==> config.mk <==
export PLATFORM = sky130hd
export DESIGN_NAME = umem_arbiter_flat
export DESIGN_NICKNAME = d
export VERILOG_FILES = /design/src/rtl/umem_arbiter_if.sv /design/src/rtl/umem_arbiter.sv /design/src/flat_wrapper.sv
export SDC_FILE = /design/constraint.sdc
export NUM_CORES = 1
export LEC_CHECK = 0
export CAP_MARGIN = 0
export CORE_MARGIN = 8
export CORE_UTILIZATION = 19
export DETAILED_ROUTE_END_ITERATION = 8
export GPL_TIMING_DRIVEN = 0
export PLACE_DENSITY = 0.78
export SKIP_CTS_REPAIR_TIMING = 1
export SYNTH_ARGS = -nofsm -noshare
export SYNTH_HDL_FRONTEND = slang
export SYNTH_SLANG_ARGS = --single-unit
export TNS_END_PERCENT = 100
==> constraint.sdc <==
create_clock -name w_clk -period 1.6 [get_ports w_clk]
set_input_delay 0.32 -clock w_clk [delete_from_list [all_inputs] [get_ports w_clk]]
set_output_delay 0.32 -clock w_clk [all_outputs]
set_load 0.02 [all_outputs]
==> src/rtl/umem_arbiter_if.sv <==
// Bus bundle between the pipeline ports, the arbiter and the unified memory.
// The slave modport is the arbiter's view. The master modport is the pipeline/memory side.
interface umem_arbiter_if #(
   parameter int ADDR_W = 12,
   parameter int DATA_W = 32
);
   logic              w_if_req;
   logic [ADDR_W-1:0] w_if_addr;
   logic              w_if_ack;
   logic [DATA_W-1:0] w_if_rdata;

   logic              w_me_req;
   logic              w_me_we;
   logic [ADDR_W-1:0] w_me_addr;
   logic [DATA_W-1:0] w_me_wdata;
   logic              w_me_ack;
   logic [DATA_W-1:0] w_me_rdata;

   logic [ADDR_W-1:0] w_mem_addr;
   logic              w_mem_we;
   logic [DATA_W-1:0] w_mem_wdata;
   logic [DATA_W-1:0] w_mem_rdata;

   modport slave (
      input  w_if_req, w_if_addr, w_me_req, w_me_we, w_me_addr, w_me_wdata, w_mem_rdata,
      output w_if_ack, w_if_rdata, w_me_ack, w_me_rdata, w_mem_addr, w_mem_we, w_mem_wdata
   );

   modport master (
      output w_if_req, w_if_addr, w_me_req, w_me_we, w_me_addr, w_me_wdata, w_mem_rdata,
      input  w_if_ack, w_if_rdata, w_me_ack, w_me_rdata, w_mem_addr, w_mem_we, w_mem_wdata
   );
endinterface

==> src/rtl/umem_arbiter.sv <==
// Fetch/data arbiter for a shared 1-cycle-latency unified memory, with a fetch starvation guard.
// Optional grant/conflict counters are enabled with `define UMEM_ARB_STATS_EN.
//
// state   | meaning
// IDLE    | no ack due this cycle
// IF_PEND | fetch granted last cycle, w_if_ack high now
// ME_PEND | data access granted last cycle, w_me_ack high now
module umem_arbiter #(
   parameter int ADDR_W   = 12,
   parameter int DATA_W   = 32,
   parameter int MAX_WAIT = 4
) (
   input  logic w_clk,
   input  logic w_rst,
   umem_arbiter_if.slave bus
`ifdef UMEM_ARB_STATS_EN
   ,
   output logic [31:0] w_if_grants,
   output logic [31:0] w_me_grants,
   output logic [31:0] w_conflicts
`endif
);
   typedef enum logic [1:0] {
      IDLE    = 2'd0,
      IF_PEND = 2'd1,
      ME_PEND = 2'd2
   } state_t;

   state_t     state, state_nxt;
   logic [3:0] wait_cnt, wait_cnt_nxt;
   logic       grant_if, grant_me;

   always_ff @(posedge w_clk or posedge w_rst) begin
      if (w_rst) begin
         state    <= IDLE;
         wait_cnt <= '0;
      end else begin
         state    <= state_nxt;
         wait_cnt <= wait_cnt_nxt;
      end
   end

   always_comb begin
      grant_if     = 1'b0;
      grant_me     = 1'b0;
      state_nxt    = IDLE;
      wait_cnt_nxt = wait_cnt;

      // Data wins contention until fetch has been denied MAX_WAIT cycles in a row.
      if (bus.w_if_req && bus.w_me_req) begin
         if (wait_cnt == 4'(MAX_WAIT)) grant_if = 1'b1;
         else                          grant_me = 1'b1;
      end else if (bus.w_if_req) begin
         grant_if = 1'b1;
      end else if (bus.w_me_req) begin
         grant_me = 1'b1;
      end

      if (grant_if)      state_nxt = IF_PEND;
      else if (grant_me) state_nxt = ME_PEND;

      if (!bus.w_if_req || grant_if)     wait_cnt_nxt = '0;
      else if (wait_cnt != 4'(MAX_WAIT)) wait_cnt_nxt = wait_cnt + 4'd1;
   end

   // Gate the memory drive with reset so a held reset never writes.
   assign bus.w_mem_addr  = w_rst    ? '0 :
                            grant_if ? bus.w_if_addr :
                            grant_me ? bus.w_me_addr : '0;
   assign bus.w_mem_we    = !w_rst && grant_me && bus.w_me_we;
   assign bus.w_mem_wdata = bus.w_me_wdata;

   assign bus.w_if_ack   = (state == IF_PEND);
   assign bus.w_me_ack   = (state == ME_PEND);
   assign bus.w_if_rdata = bus.w_mem_rdata;
   assign bus.w_me_rdata = bus.w_mem_rdata;

`ifdef UMEM_ARB_STATS_EN
   always_ff @(posedge w_clk or posedge w_rst) begin
      if (w_rst) begin
         w_if_grants <= '0;
         w_me_grants <= '0;
         w_conflicts <= '0;
      end else begin
         if (grant_if)                     w_if_grants <= w_if_grants + 32'd1;
         if (grant_me)                     w_me_grants <= w_me_grants + 32'd1;
         if (bus.w_if_req && bus.w_me_req) w_conflicts <= w_conflicts + 32'd1;
      end
   end
`endif
endmodule

==> src/flat_wrapper.sv <==
// flat-port wrapper written by rule: the top's interface ports become plain ports
module umem_arbiter_flat 
#(
   parameter int ADDR_W   = 12,
   parameter int DATA_W   = 32,
   parameter int MAX_WAIT = 4
)
  (w_clk, w_rst, bus_w_if_req, bus_w_if_addr, bus_w_me_req, bus_w_me_we, bus_w_me_addr, bus_w_me_wdata, bus_w_mem_rdata, bus_w_if_ack, bus_w_if_rdata, bus_w_me_ack, bus_w_me_rdata, bus_w_mem_addr, bus_w_mem_we, bus_w_mem_wdata);
  umem_arbiter_if #(.ADDR_W(ADDR_W), .DATA_W(DATA_W)) bus_i ();
  input  logic w_clk;
  input  logic w_rst;
  input wire logic [$bits(bus_i.w_if_req)-1:0] bus_w_if_req;
  input wire logic [$bits(bus_i.w_if_addr)-1:0] bus_w_if_addr;
  input wire logic [$bits(bus_i.w_me_req)-1:0] bus_w_me_req;
  input wire logic [$bits(bus_i.w_me_we)-1:0] bus_w_me_we;
  input wire logic [$bits(bus_i.w_me_addr)-1:0] bus_w_me_addr;
  input wire logic [$bits(bus_i.w_me_wdata)-1:0] bus_w_me_wdata;
  input wire logic [$bits(bus_i.w_mem_rdata)-1:0] bus_w_mem_rdata;
  output wire logic [$bits(bus_i.w_if_ack)-1:0] bus_w_if_ack;
  output wire logic [$bits(bus_i.w_if_rdata)-1:0] bus_w_if_rdata;
  output wire logic [$bits(bus_i.w_me_ack)-1:0] bus_w_me_ack;
  output wire logic [$bits(bus_i.w_me_rdata)-1:0] bus_w_me_rdata;
  output wire logic [$bits(bus_i.w_mem_addr)-1:0] bus_w_mem_addr;
  output wire logic [$bits(bus_i.w_mem_we)-1:0] bus_w_mem_we;
  output wire logic [$bits(bus_i.w_mem_wdata)-1:0] bus_w_mem_wdata;
  assign bus_i.w_if_req = bus_w_if_req;
  assign bus_i.w_if_addr = bus_w_if_addr;
  assign bus_i.w_me_req = bus_w_me_req;
  assign bus_i.w_me_we = bus_w_me_we;
  assign bus_i.w_me_addr = bus_w_me_addr;
  assign bus_i.w_me_wdata = bus_w_me_wdata;
  assign bus_i.w_mem_rdata = bus_w_mem_rdata;
  assign bus_w_if_ack = bus_i.w_if_ack;
  assign bus_w_if_rdata = bus_i.w_if_rdata;
  assign bus_w_me_ack = bus_i.w_me_ack;
  assign bus_w_me_rdata = bus_i.w_me_rdata;
  assign bus_w_mem_addr = bus_i.w_mem_addr;
  assign bus_w_mem_we = bus_i.w_mem_we;
  assign bus_w_mem_wdata = bus_i.w_mem_wdata;
  umem_arbiter #(.ADDR_W(ADDR_W), .DATA_W(DATA_W), .MAX_WAIT(MAX_WAIT)) u_core (.w_clk(w_clk), .w_rst(w_rst), .bus(bus_i));
endmodule
==> metrics.cfg <==
[synth]
yosys-top-cells-area=buf_4, dfrtp_1, a22o_1
syn_area_sq_um=1150
yosysWarningCount=0
ys_types=20
yosys.area.top_type=buf_4
synth_fp_nets=236
synth_seq_cells=6
netlist_instances=141
netlist.area_leader.share=0.627
avgSynthCellArea_sq_um=8.15
seq_area_frac_synth=0.131

[cells_and_area]
multi_input_comb_area_sq_um=352
final_common_cell=clkdlybuf4s50_1
seq_area_sq_um=150
fillers=536
fin_area_sq_um=2860
stdcell_count=361
drive_gt1_frac=0.465
final_nets=383
antennaDiodeCount=0
syn_to_final_growth_pct=149
final_cell_mix=clkdlybuf4s50_1, buf_4, buf_6

[cts]
clkLatencyLatePin_ns=0.22
numCtsBuffers=3
cts.sinks=6
clk_path_buf_depth=2
htree_levels=1
cts_tree=yes
root_buffer=clkbuf_8
path_clk_slew_ns=0.04

[timing]
hold_viol_final=0
clock.fmax_ghz=0.479
slew_headroom=0.754
setup_slack_ns=-0.486
drv_slew=0
clock_skew_ns=0.00239
tightest_slew_ns=0.367
fin_crit_ns=2.09
whs_ns=0.389
rsz0062_at_grt=true
setup_violations=13
finalCritPeriodShare=1.30

[grt]
antenna_found_initial=0
grt_max_degree=11
track_usage=0.0970
grt_overflow_total=0
grt_pass1_vias=1494
grt_pass1_wl_microns=6840

[setup_path]
cp-end-kind=output port
cp_max_fo=5
setup.worst_path.class=flop to output port
timing.rr.start=u_core.wait_cnt[0]$_DFFE_PP0P_
r2r_cells=5
r2r_slack_ns=0.43
worstSetupEndpoint=bus_w_mem_addr[6]
crit_start=u_core.wait_cnt[0]$_DFFE_PP0P_
startpoint_type=flop
worstReg2RegEnd=u_core.wait_cnt[2]$_DFFE_PP0P_
cp_data_required_time_ns=1.28
crit_arrival_ns=1.77

[placement]
dp.cells=355
pre_cts_slack_ns=-0.956
place_area_sq_um=2730
dpl.hpwl_microns=4530
gp_congestion=0.692
port_buffers=139

[die]
fp.dieW_microns=93.8
start_util=0.195
row_count=28
die_y_microns=93.8
num_io_pins=204
dieArea_sq_um=8790
core-area_sq_um=5890

[drt]
dr.pass1.iters=4
wl_microns=4980
wl_per_cell_microns=13.8
vias=1356
viasPerCell=3.76
drt-initial-drc-count=19
antenna_left=0
drc_errors=0

[power_and_ir_drop]
power_leakage_nw=1.38
ir_drop_v=0.000193
power_density_nw_per_um2=428

[outcome]
status=finished with violations
violations=negative setup slack

[min_path]
min_path_type=primary input to async pin

[flow_run]
cap_violations=0

==> cells by family after synthesis <==
family	after synthesis	share of synthesized area
DFF	6	0.131
and+or+nand+nor	15	0.0741
buffers and inverters	102	0.655
xor gates and xnor gates	2	0.0153
adders and majority gates	2	0.0218
AOI/OAI and AO/OA	14	0.103
==> flip-flops by register name (all words and copies together), names as in the netlist <==
name / count
u_core.state: 2
u_core.wait_cnt: 4
==> worst min-delay path by stage <==
stage / startpoint / endpoint
after global routing: w_rst / u_core.wait_cnt[3]$_DFFE_PP0P_
final: w_rst / u_core.wait_cnt[3]$_DFFE_PP0P_
after CTS: w_rst / u_core.wait_cnt[3]$_DFFE_PP0P_
after floorplan: w_rst / u_core.state[0]$_DFF_PP0_
after global placement: u_core.wait_cnt[0]$_DFFE_PP0P_ / u_core.wait_cnt[0]$_DFFE_PP0P_
after detailed placement: u_core.wait_cnt[0]$_DFFE_PP0P_ / u_core.wait_cnt[0]$_DFFE_PP0P_
==> power by group <==
| part | leakage, nW | internal (mW) | switching [mW] |
|---|---|---|---|
| Clock | 0.0216 | 0.161 | 0.0623 |
| Combinational | 1.28 | 0.504 | 0.336 |
| Sequential | 0.0793 | 0.158 | 0.00275 |
| Total | 1.38 | 0.823 | 0.401 |
==> cell usage after synthesis <==
library cell / number
inv_1: 4
and2_1: 2
a22o_1: 11
nand4b_1: 1
xor2_1: 1
buf_4: 96
a32o_1: 1
a21oi_1: 1
and3_4: 1
nand2_1: 2
buf_2: 1
o211ai_1: 1
nand3_1: 1
nor2b_1: 3
nor2_1: 4
buf_6: 1
ha_1: 2
nand2b_1: 1
xnor2_1: 1
dfrtp_1: 6
==> per-stage QoR <==
step                TNS [ns]  total power [mW]  utilization
global placement      -11.72             0.978        0.463
floorplan             -0.524             0.607            -
detailed placement    -11.72             0.987        0.463
CTS                   -12.44              1.22        0.470
global route           -7.12              1.29        0.486
finish                 -5.66              1.22        0.486
==> per-layer routing <==
metal | routed length, microns | GRT usage
met5 | 0 | 0
met3 | 982 | 0.0743
met1 | 1310 | 0.0694
met4 | 46 | 0.0317
met2 | 2640 | 0.187
==> area by class of cell <==
type | count | share of cell area
repair buffers | 142 | 0.509
plain buffers | 98 | 0.263
multi-input cells | 33 | 0.123
flip-flops and latches | 6 | 0.0525
well taps | 75 | 0.0328
clock buffers | 3 | 0.0144
inverters | 4 | 0.00525
==> worst max-delay path, cell delays in order (launching register included) <==
cell       delay [ns]
dfrtp_1          0.38
inv_2            0.07
ha_4             0.12
nand4b_1         0.17
and3_4           0.27
clkbuf_16        0.16
a22o_4           0.23
buf_6            0.13
(Power assumes the default switching activity.)
